`config.mk`:
```
export PLATFORM = sky130hd
export DESIGN_NAME = vector_host
export DESIGN_NICKNAME = d
export VERILOG_FILES = /design/src/rtl/p3p_pkg.sv /design/src/rtl/uart_byte_rx.sv /design/src/rtl/vector_host.sv
export SDC_FILE = /design/constraint.sdc
export NUM_CORES = 1
export LEC_CHECK = 0
export CAP_MARGIN = 20
export CORE_MARGIN = 5
export CORE_UTILIZATION = 25
export DETAILED_ROUTE_END_ITERATION = 8
export HOLD_SLACK_MARGIN = 0.02
export PLACE_DENSITY = 0.47
export SLEW_MARGIN = 20
export SYNTH_ARGS = -nofsm -noshare
export SYNTH_HDL_FRONTEND = slang
export SYNTH_SLANG_ARGS = --single-unit
```
`constraint.sdc`:
```
create_clock -name clk -period 4.1 [get_ports clk]
set_input_delay 0.82 -clock clk [delete_from_list [all_inputs] [get_ports clk]]
set_output_delay 0.82 -clock clk [all_outputs]
set_load 0.005 [all_outputs]
```
`src/rtl/p3p_pkg.sv`:
```
// p3p_pkg: shared types and UART constants for the vector host link
package p3p_pkg;
    typedef logic signed [15:0] num;
    typedef enum logic [2:0] {IDLE, ANNOUNCE, TX_BYTE, RX_WAIT, DONE} host_state_t;
    localparam int UART_DATA_BITS = 8;
    localparam logic UART_IDLE = 1'b1;
endpackage

```
`src/rtl/uart_byte_rx.sv`:
```
// uart_byte_rx: 8N1 byte receiver sampling mid-bit, rejecting start glitches
module uart_byte_rx
    import p3p_pkg::*;
#(
    parameter int clks_per_bit = 434
) (
    input  logic       clk,
    input  logic       reset,
    input  logic       enable,
    input  logic       rx,
    output logic       byte_valid,
    output logic [7:0] byte_out,
    output logic       frame_err
);
    localparam int CW = $clog2(clks_per_bit);
    localparam logic [CW-1:0] FULL = CW'(clks_per_bit - 1);
    localparam logic [CW-1:0] HALF = CW'(clks_per_bit / 2 - 1);
    typedef enum logic [1:0] {HUNT, START, DATA, STOP} rx_state_t;
    rx_state_t r_state, w_state;
    logic [1:0]    r_sync;
    logic [CW-1:0] r_cnt, w_cnt;
    logic [2:0]    r_bit, w_bit;
    logic [7:0]    r_sh, w_sh;
    logic          r_valid, w_valid, r_ferr, w_ferr;
    logic          w_rx;
    assign w_rx       = r_sync[1];
    assign byte_valid = r_valid;
    assign byte_out   = r_sh;
    assign frame_err  = r_ferr;
    always_comb begin
        w_state = r_state;
        w_cnt   = r_cnt + 1'b1;
        w_bit   = r_bit;
        w_sh    = r_sh;
        w_valid = 1'b0;
        w_ferr  = 1'b0;
        case (r_state)
            HUNT: begin
                w_cnt = '0;
                if (!w_rx) w_state = START;
            end
            START: if (r_cnt == HALF) begin
                w_cnt   = '0;
                w_bit   = '0;
                w_state = w_rx ? HUNT : DATA;
            end
            DATA: if (r_cnt == FULL) begin
                w_cnt = '0;
                w_sh  = {w_rx, r_sh[7:1]};
                w_bit = r_bit + 1'b1;
                if (r_bit == 3'(UART_DATA_BITS - 1)) w_state = STOP;
            end
            STOP: if (r_cnt == FULL) begin
                w_state = HUNT;
                w_valid = w_rx;
                w_ferr  = !w_rx;
            end
        endcase
        if (!enable) begin
            w_state = HUNT;
            w_valid = 1'b0;
            w_ferr  = 1'b0;
        end
    end
    always_ff @(posedge clk) begin
        if (reset) begin
            r_sync  <= {2{UART_IDLE}};
            r_state <= HUNT;
            r_cnt   <= '0;
            r_bit   <= '0;
            r_sh    <= '0;
            r_valid <= 1'b0;
            r_ferr  <= 1'b0;
        end else begin
            r_sync  <= {r_sync[0], rx};
            r_state <= w_state;
            r_cnt   <= w_cnt;
            r_bit   <= w_bit;
            r_sh    <= w_sh;
            r_valid <= w_valid;
            r_ferr  <= w_ferr;
        end
    end
endmodule

```
`src/rtl/vector_host.sv`:
```
// vector_host: sends one framed feature vector over UART and collects the returned scores
module vector_host
    import p3p_pkg::*;
#(
    parameter int n_components = 4,
    parameter int n_senones    = 3,
    parameter int clks_per_bit = 434,
    parameter int timeout_bits = 4096
) (
    input  logic                      clk,
    input  logic                      reset,
    input  logic                      start,
    input  logic [16*n_components-1:0] x_in,
    output logic                      idle,
    output logic                      new_vector_incoming,
    output logic                      uart_tx,
    input  logic                      uart_rx,
    output logic                      score_valid,
    output logic [7:0]                score_idx,
    output logic [15:0]               score_value,
    output logic                      vector_done,
    output logic                      timeout_err
);
    localparam int CW = $clog2(clks_per_bit);
    localparam int BW = $clog2(2 * n_components);
    localparam int SW = $clog2(n_senones);
    localparam int TW = $clog2(timeout_bits);
    localparam logic [CW-1:0] CPB_M1    = CW'(clks_per_bit - 1);
    localparam logic [BW-1:0] LAST_BYTE = BW'(2 * n_components - 1);
    localparam logic [SW-1:0] LAST_SC   = SW'(n_senones - 1);
    localparam logic [TW-1:0] TO_M1     = TW'(timeout_bits - 1);
    host_state_t r_state, w_state;
    logic [CW-1:0] r_clk_cnt, w_clk_cnt;
    logic [3:0]    r_bit_cnt, w_bit_cnt;
    logic [BW-1:0] r_byte_cnt, w_byte_cnt, w_nbc;
    logic [16*n_components-1:0] r_vec, w_vec;
    logic [8:0]    r_sh, w_sh;
    logic [7:0]    w_nbyte, r_lo, w_lo, r_sidx, w_sidx, w_byte;
    logic [TW-1:0] r_to_cnt, w_to_cnt;
    logic [SW-1:0] r_sc_cnt, w_sc_cnt;
    num            r_sval, w_sval;
    logic r_tx, w_tx, r_nvi, w_nvi, r_have_lo, w_have_lo, r_idle;
    logic r_sv, w_sv, r_vd, w_vd, r_terr, w_terr;
    logic w_tick, w_rx_en, w_byte_valid, w_frame_err;
    assign w_tick  = r_clk_cnt == CPB_M1;
    assign w_nbc   = r_byte_cnt + 1'b1;
    assign w_nbyte = r_vec[{w_nbc, 3'b000} +: 8];
    assign w_rx_en = r_state == RX_WAIT;
    assign idle                = r_idle;
    assign new_vector_incoming = r_nvi;
    assign uart_tx             = r_tx;
    assign score_valid         = r_sv;
    assign score_idx           = r_sidx;
    assign score_value         = r_sval;
    assign vector_done         = r_vd;
    assign timeout_err         = r_terr;
    uart_byte_rx #(.clks_per_bit(clks_per_bit)) u_rx (
        .clk       (clk),
        .reset     (reset),
        .enable    (w_rx_en),
        .rx        (uart_rx),
        .byte_valid(w_byte_valid),
        .byte_out  (w_byte),
        .frame_err (w_frame_err)
    );
    always_comb begin
        w_state    = r_state;
        w_clk_cnt  = w_tick ? '0 : r_clk_cnt + 1'b1;
        w_bit_cnt  = r_bit_cnt;
        w_byte_cnt = r_byte_cnt;
        w_vec      = r_vec;
        w_sh       = r_sh;
        w_tx       = r_tx;
        w_nvi      = r_nvi;
        w_to_cnt   = r_to_cnt;
        w_lo       = r_lo;
        w_have_lo  = r_have_lo;
        w_sc_cnt   = r_sc_cnt;
        w_sv       = 1'b0;
        w_sidx     = r_sidx;
        w_sval     = r_sval;
        w_vd       = 1'b0;
        w_terr     = r_terr;
        case (r_state)
            IDLE: begin
                w_clk_cnt = '0;
                if (start) begin
                    w_state   = ANNOUNCE;
                    w_vec     = x_in;
                    w_terr    = 1'b0;
                    w_nvi     = 1'b1;
                    w_to_cnt  = '0;
                    w_have_lo = 1'b0;
                    w_sc_cnt  = '0;
                end
            end
            ANNOUNCE: if (w_tick) begin
                w_state    = TX_BYTE;
                w_tx       = 1'b0;
                w_sh       = {1'b1, r_vec[7:0]};
                w_bit_cnt  = '0;
                w_byte_cnt = '0;
            end
            // r_sh carries the remaining data bits with the stop bit shifted in behind them
            TX_BYTE: if (w_tick) begin
                if (r_bit_cnt != 4'd9) begin
                    w_bit_cnt = r_bit_cnt + 1'b1;
                    w_tx      = r_sh[0];
                    w_sh      = {1'b1, r_sh[8:1]};
                end else if (r_byte_cnt != LAST_BYTE) begin
                    w_byte_cnt = w_nbc;
                    w_bit_cnt  = '0;
                    w_tx       = 1'b0;
                    w_sh       = {1'b1, w_nbyte};
                end else begin
                    w_state = RX_WAIT;
                    w_tx    = UART_IDLE;
                    w_nvi   = 1'b0;
                end
            end
            RX_WAIT: begin
                if (w_byte_valid && !w_frame_err) begin
                    w_clk_cnt = '0;
                    w_to_cnt  = '0;
                    if (!r_have_lo) begin
                        w_lo      = w_byte;
                        w_have_lo = 1'b1;
                    end else begin
                        w_have_lo = 1'b0;
                        w_sv      = 1'b1;
                        w_sval    = {w_byte, r_lo};
                        w_sidx    = 8'(r_sc_cnt);
                        w_sc_cnt  = r_sc_cnt + 1'b1;
                        if (r_sc_cnt == LAST_SC) begin
                            w_vd    = 1'b1;
                            w_state = DONE;
                        end
                    end
                end else if (w_tick) begin
                    w_to_cnt = r_to_cnt + 1'b1;
                    if (r_to_cnt == TO_M1) begin
                        w_terr    = 1'b1;
                        w_state   = DONE;
                        w_have_lo = 1'b0;
                    end
                end
            end
            DONE: w_state = IDLE;
            default: w_state = IDLE;
        endcase
    end
    always_ff @(posedge clk) begin
        if (reset) begin
            r_state    <= IDLE;
            r_clk_cnt  <= '0;
            r_bit_cnt  <= '0;
            r_byte_cnt <= '0;
            r_vec      <= '0;
            r_sh       <= '1;
            r_tx       <= UART_IDLE;
            r_nvi      <= 1'b0;
            r_to_cnt   <= '0;
            r_lo       <= '0;
            r_have_lo  <= 1'b0;
            r_sc_cnt   <= '0;
            r_idle     <= 1'b1;
            r_sv       <= 1'b0;
            r_sidx     <= '0;
            r_sval     <= '0;
            r_vd       <= 1'b0;
            r_terr     <= 1'b0;
        end else begin
            r_state    <= w_state;
            r_clk_cnt  <= w_clk_cnt;
            r_bit_cnt  <= w_bit_cnt;
            r_byte_cnt <= w_byte_cnt;
            r_vec      <= w_vec;
            r_sh       <= w_sh;
            r_tx       <= w_tx;
            r_nvi      <= w_nvi;
            r_to_cnt   <= w_to_cnt;
            r_lo       <= w_lo;
            r_have_lo  <= w_have_lo;
            r_sc_cnt   <= w_sc_cnt;
            r_idle     <= w_state == IDLE;
            r_sv       <= w_sv;
            r_sidx     <= w_sidx;
            r_sval     <= w_sval;
            r_vd       <= w_vd;
            r_terr     <= w_terr;
        end
    end
endmodule

```
Word level (Yosys, flattened, before mapping)
Index checks and enable logic that the tools add are counted.
{ "totals": {"register_bits": 165, "input_bits": 68, "out_inout_bits": 30, "word_cells": 171} }
{ "classes": {"addsub": 7, "eq_ne": 33, "n_shift": 1, "n_mux": 72, "n_bitwise": 5, "reduce_logical": 28} }
{ "op_table": {"columns": ["cell", "count"], "rows": [
  ["$mux W9", 8],
  ["$shiftx A64 B7 Y8", 1],
  ["$mux W3", 16],
  ["$mux W12", 3],
  ["$pmux W9 S2", 2],
  ["$pmux W9 S3", 1],
  ["$ne A2 B2 Y1 const B", 12],
  ["$pmux W12 S2", 1],
  ["$reduce_and A5 Y1", 4],
  ["$add A9 B1 Y9 const B", 2],
  ["$eq A9 B9 Y1 const B", 2],
  ["$mux W1", 18],
  ["$mux W2", 9],
  ["$mux W4", 4],
  ["$reduce_and A3 Y1", 5],
  ["$add A12 B1 Y12 const B", 1],
  ["$eq A12 B12 Y1 const B", 1],
  ["$ne A3 B3 Y1 const B", 4],
  ["$pmux W3 S2", 2],
  ["$pmux W3 S4", 1],
  ["$reduce_and A4 Y1", 3],
  ["$eq A9 B8 Y1 const B", 1],
  ["$ne A2 B1 Y1 const B", 4],
  ["$pmux W1 S2", 4],
  ["22 further kinds", 37]
]} }

Depth between registers and ports, before layout
{ "logic_depth": {"depth_word": 6, "mapped_depth": 8} }

Modules after synthesis
From an unflattened synthesis, not the netlist that was laid out.
{ "unflattened": {"hier_cells": 817, "area_unflattened_um2": 7169.4} }
{ "modules_own_cells": {"columns": ["module", "n_inst", "cells_per_inst", "area_each_um2", "seq_area_each_um2"], "rows": [
  ["vector_host", 1, 700, 6042.0, 2762.6],
  ["uart_byte_rx", 1, 117, 1127.3, 520.5]
]} }

Worst setup path after synthesis
OpenSTA, ideal clock, no wires.
{ "synth_timing": {"path_type": "input -> register", "startpoint": "input start", "endpoint": "register r_to_cnt[11]", "arrival_ns": 2.136, "t_required_ns": 3.979, "slack_ns": 1.843, "cell_stages": 5, "path_cell_list": "or3b_4 > a21o_1 > buf_6 > a2111oi_4 > mux2_2"} }
{ "synth_between": {"elab_chain_cells": 2} }
{ "synth_lines": {"columns": ["element", "line_no", "text"], "rows": [
  ["start: declaration", "vector_host.sv:12", "input logic start,"],
  ["$ne A2 B2 Y1 (no source line)", null, null],
  ["$reduce_and A3 Y1 (no source line)", null, null],
  ["end signal: assignment", "vector_host.sv:181", "r_to_cnt <= w_to_cnt;"],
  ["end: declaration", "vector_host.sv:39", "logic [TW-1:0] r_to_cnt, w_to_cnt;"]
]} }
No other way between the ends.
A chain may end at the register's enable or synchronous reset.

Final worst setup path
{ "layout_timing": {"startpoint": "input start", "endpoint": "register r_to_cnt[9]"} }
Same word-level chain as after synthesis.

==> impl_results.md <==
* Post-synthesis mux area share at 0.0690
* I/O pin cnt at between 90 and 100
* Final Hold Vio Count at 0
* CTS Hold Bufs at 0
* First-pass GRT wire length at roughly 32000 um
* Crit start category: input port
* Vias/cell at 4.68
* Reg clk slew, reported paths at 0.08 ns
* RR Endpoint: r_sh[7]$_SDFFE_PP1P_
* Status: finished, final reports clean
* Routed via count at approximately 6300
* Tot GR Track Use at 0.120
* CTS tree: built
* Mapped Cells at around 880
* Synth-to-Final Area Change at 23.6%
* Clock latency on the worst-skew pair at approximately 0.43 ns
* Longest Clk Path Bufs at 2
* Post-route minimum period at ~2.6 ns
* Pwr Density at between 300 and 400 nW/um^2
* Post-route DRC at 0
* Core footprint at slightly below 30000 um^2
* Max frequency at roughly 0.38 GHz
* # diodes at 0
* Setup CP Type: in2reg
* H-tree Lvls at 4
* Synth Warn # at 0
* Clock Sinks at between 150 and 200
* Final instance area at 9180 um^2
* TritonCTS buffer count at 17
* Syn Std Cell Area at approximately 7400 um^2
* Reg2reg setup slack at 1.52 ns
* Synth Area in Simple Gates at 0.219
* Worst Setup End Kind: flop
* Fin. max-slew vios at 0
* Largest net degree at the start of global routing at 94
* Largest family of logic cells by synthesized area: simple AND/OR/NAND/NOR gates
* Relative slew slack at 0.329
* Placed instance area at between 8000 and 9000 um^2
* Worst Setup SP: start
* CP Max Fanout at 19
* Top FF cell, synth: dfxtp_1
* DRT antenna net count at 0
* Share of layout cells above drive strength 1 at 0.0729
* HPWL after DPL at 13900 um
* Static leakage at around 3.2 nW
* Top cells by area, synth: dfxtp_1, nand2_1, a21oi_1
* Worst-Margin Slew at 1.01 ns
* Clock Skew at around 0.015 ns
* Die Y-Extent at about 180 um
* Leading area contributor after synthesis: dfxtp_1
* Root Buffer: clkbuf_16
* Total global routing overflow at 0
* DR pass1 iterations at 5
* Synth Area in Adders at 0.0320
* Post-CTS Setup Inserts at 0
* DR iter-0 viols at ~340
* Filler cells at 3179
* Post-synth top area share at 0.442
* Area of the multi-input gates at ~3800 um^2
* Final setup fails at 0
* FF+latch area at between 3000 and 4000 um^2
* Setup TNS at 0 ns
* IO buf count at 91
* Post-synthesis xor/xnor area fraction at 0.0177
* Complex-gate fraction of the synthesized area at 0.169
* Synthesis-stage register bit count at 164
* Final wirelength at 20400 um
* Starting Density at 0.252
* Die ar. at about 33000 um^2
* Worst Hold Class: reg2reg
* Sequential share of the synthesized area at 0.442
* Worst Reg-to-Reg Cells at 6
* MaxCap Viol Count at 0
* Die width at ~180 um
* Num rows at 63
* Nets@finish at roughly 1000
* Post-CTS Resized at 0
* Count of cell types in the netlist at between 60 and 70
* Worst reg2reg path startpoint: r_byte_cnt[0]$_SDFFE_PP0P_
* Crit path to: r_to_cnt[9]$_SDFFE_PP0P_
* Hold WS at slightly above 0.4 ns
* Post-synth EDFFs at 0
* RSZ-0062 raised after global routing: no
* Placer congestion estimate at around 0.79
* Initial antenna violation count at 2
* Critical Path RT at between 4 and 5 ns
* Post-synth ARST share at 0
* Period Utilization, post-route at 0.645
* VDD IR max at between 0.0002 and 0.00025 V
* Avg Cell Area, Syn at between 8 and 9 um^2
* Vias in the first global route at 6035
* Post-DR wirelength/cell at roughly 15 um
* CP arrival at roughly 3.0 ns
## sequential cells by signal, summed over array words and instances (netlist names), 4 cells and up, named ones only
name,flops
r_bit_cnt,4
u_rx.r_cnt,9
r_vec,64
r_to_cnt,12
r_lo,8
r_sh,8
score_value,16
u_rx.byte_out,8
r_clk_cnt,9
## through the flow
| stage | total power [mW] | utilization | cells | setup WS (ns) |
|---|---|---|---|---|
| after floorplan | 1.84 | - | 881 | 1.84 |
| after global placement | 1.95 | 0.292 | 1306 | 1.05 |
| after detailed placement | 1.95 | 0.292 | 1306 | 1.02 |
| after CTS | 3.55 | 0.311 | 1337 | 1.48 |
| after global routing | 3.64 | 0.311 | 1337 | 1.40 |
| final | 3.51 | 0.311 | 1337 | 1.45 |
## cells by family (layout without fill, tap and decap cells)
group | Yosys count | after routing
buffers and inverters | 83 | 149
other | 1 | 6
muxes | 48 | 48
and+or+nand+nor | 354 | 354
AOI/OAI and AO/OA | 192 | 192
DFF | 164 | 164
adders and majority gates | 19 | 19
xor gates and xnor gates | 15 | 15
## worst min path at each step
stage,start,endpoint,slack (ns),cells after the start
after floorplan,u_rx.r_sync[0]$_SDFF_PP1_,u_rx.r_sync[1]$_SDFF_PP1_,0.39,1
after global placement,u_rx.r_sync[0]$_SDFF_PP1_,u_rx.r_sync[1]$_SDFF_PP1_,0.41,1
after detailed placement,u_rx.r_sync[0]$_SDFF_PP1_,u_rx.r_sync[1]$_SDFF_PP1_,0.41,1
after CTS,u_rx.r_sync[0]$_SDFF_PP1_,u_rx.r_sync[1]$_SDFF_PP1_,0.42,1
after global routing,u_rx.r_sync[0]$_SDFF_PP1_,u_rx.r_sync[1]$_SDFF_PP1_,0.43,1
final,u_rx.r_sync[0]$_SDFF_PP1_,u_rx.r_sync[1]$_SDFF_PP1_,0.42,1
## metal layers
layer | track usage | part of all wire | wire length [um] | vias up
met5 | 0 | 0.0012 | 25 | -
met3 | 0.0319 | 0.041 | 827 | 17
met4 | 0.0312 | 0.0092 | 188 | 4
met1 | 0.170 | 0.50 | 10200 | 2945
met2 | 0.181 | 0.45 | 9060 | 115
li1 | - | - | - | 3177
## cell type report
cell class | instances | share of cell area
multi-input combinational | 634 | 0.413
sequential | 164 | 0.358
timing repair buffer | 100 | 0.106
tap | 390 | 0.0531
clock buffer | 19 | 0.0493
clock inverter | 12 | 0.0131
inverter | 18 | 0.00736
## worst max-delay path, stage by stage
cell	delay (ns)
clkdlybuf4s50_1	0.54
or3b_4	0.41
a21o_1	0.44
a2111oi_4	0.39
mux2_2	0.36
## synth_stat cells (5+ instances only)
cell / n
nand2_1: 198
dfxtp_1: 164
a21oi_1: 105
nor2_1: 43
clkbuf_1: 40
mux2i_1: 40
nand3_1: 29
ha_1: 19
inv_1: 17
nor3_1: 16
a22oi_1: 14
buf_2: 12
a211oi_1: 10
nand4_1: 10
a31oi_1: 9
and3_1: 9
o21ai_0: 9
a221oi_1: 8
xnor2_1: 8
buf_4: 7
xor2_1: 7
mux2_2: 6
o31ai_1: 6
nor4_1: 5
or3_1: 5
or4_1: 5
## report_power, final
group	leakage [nW]	switching (mW)	internal [mW]	total (mW)
registers	1.33	0.0271	1.64	1.66
logic	1.55	0.135	0.113	0.248
clock network	0.283	0.718	0.880	1.60
## cells in the final DEF (no fill, tap or decap), types with 16 or more instances in the layout
| cell type | instances |
|---|---|
| nor3_1 | 16 |
| dfxtp_1 | 164 |
| clkdlybuf4s50_1 | 90 |
| inv_1 | 17 |
| mux2i_1 | 40 |
| clkbuf_16 | 17 |
| ha_1 | 19 |
| nor2_1 | 43 |
| nand2_1 | 197 |
| a21oi_1 | 105 |
| nand3_1 | 29 |
Power figures use the tool's default switching activity.
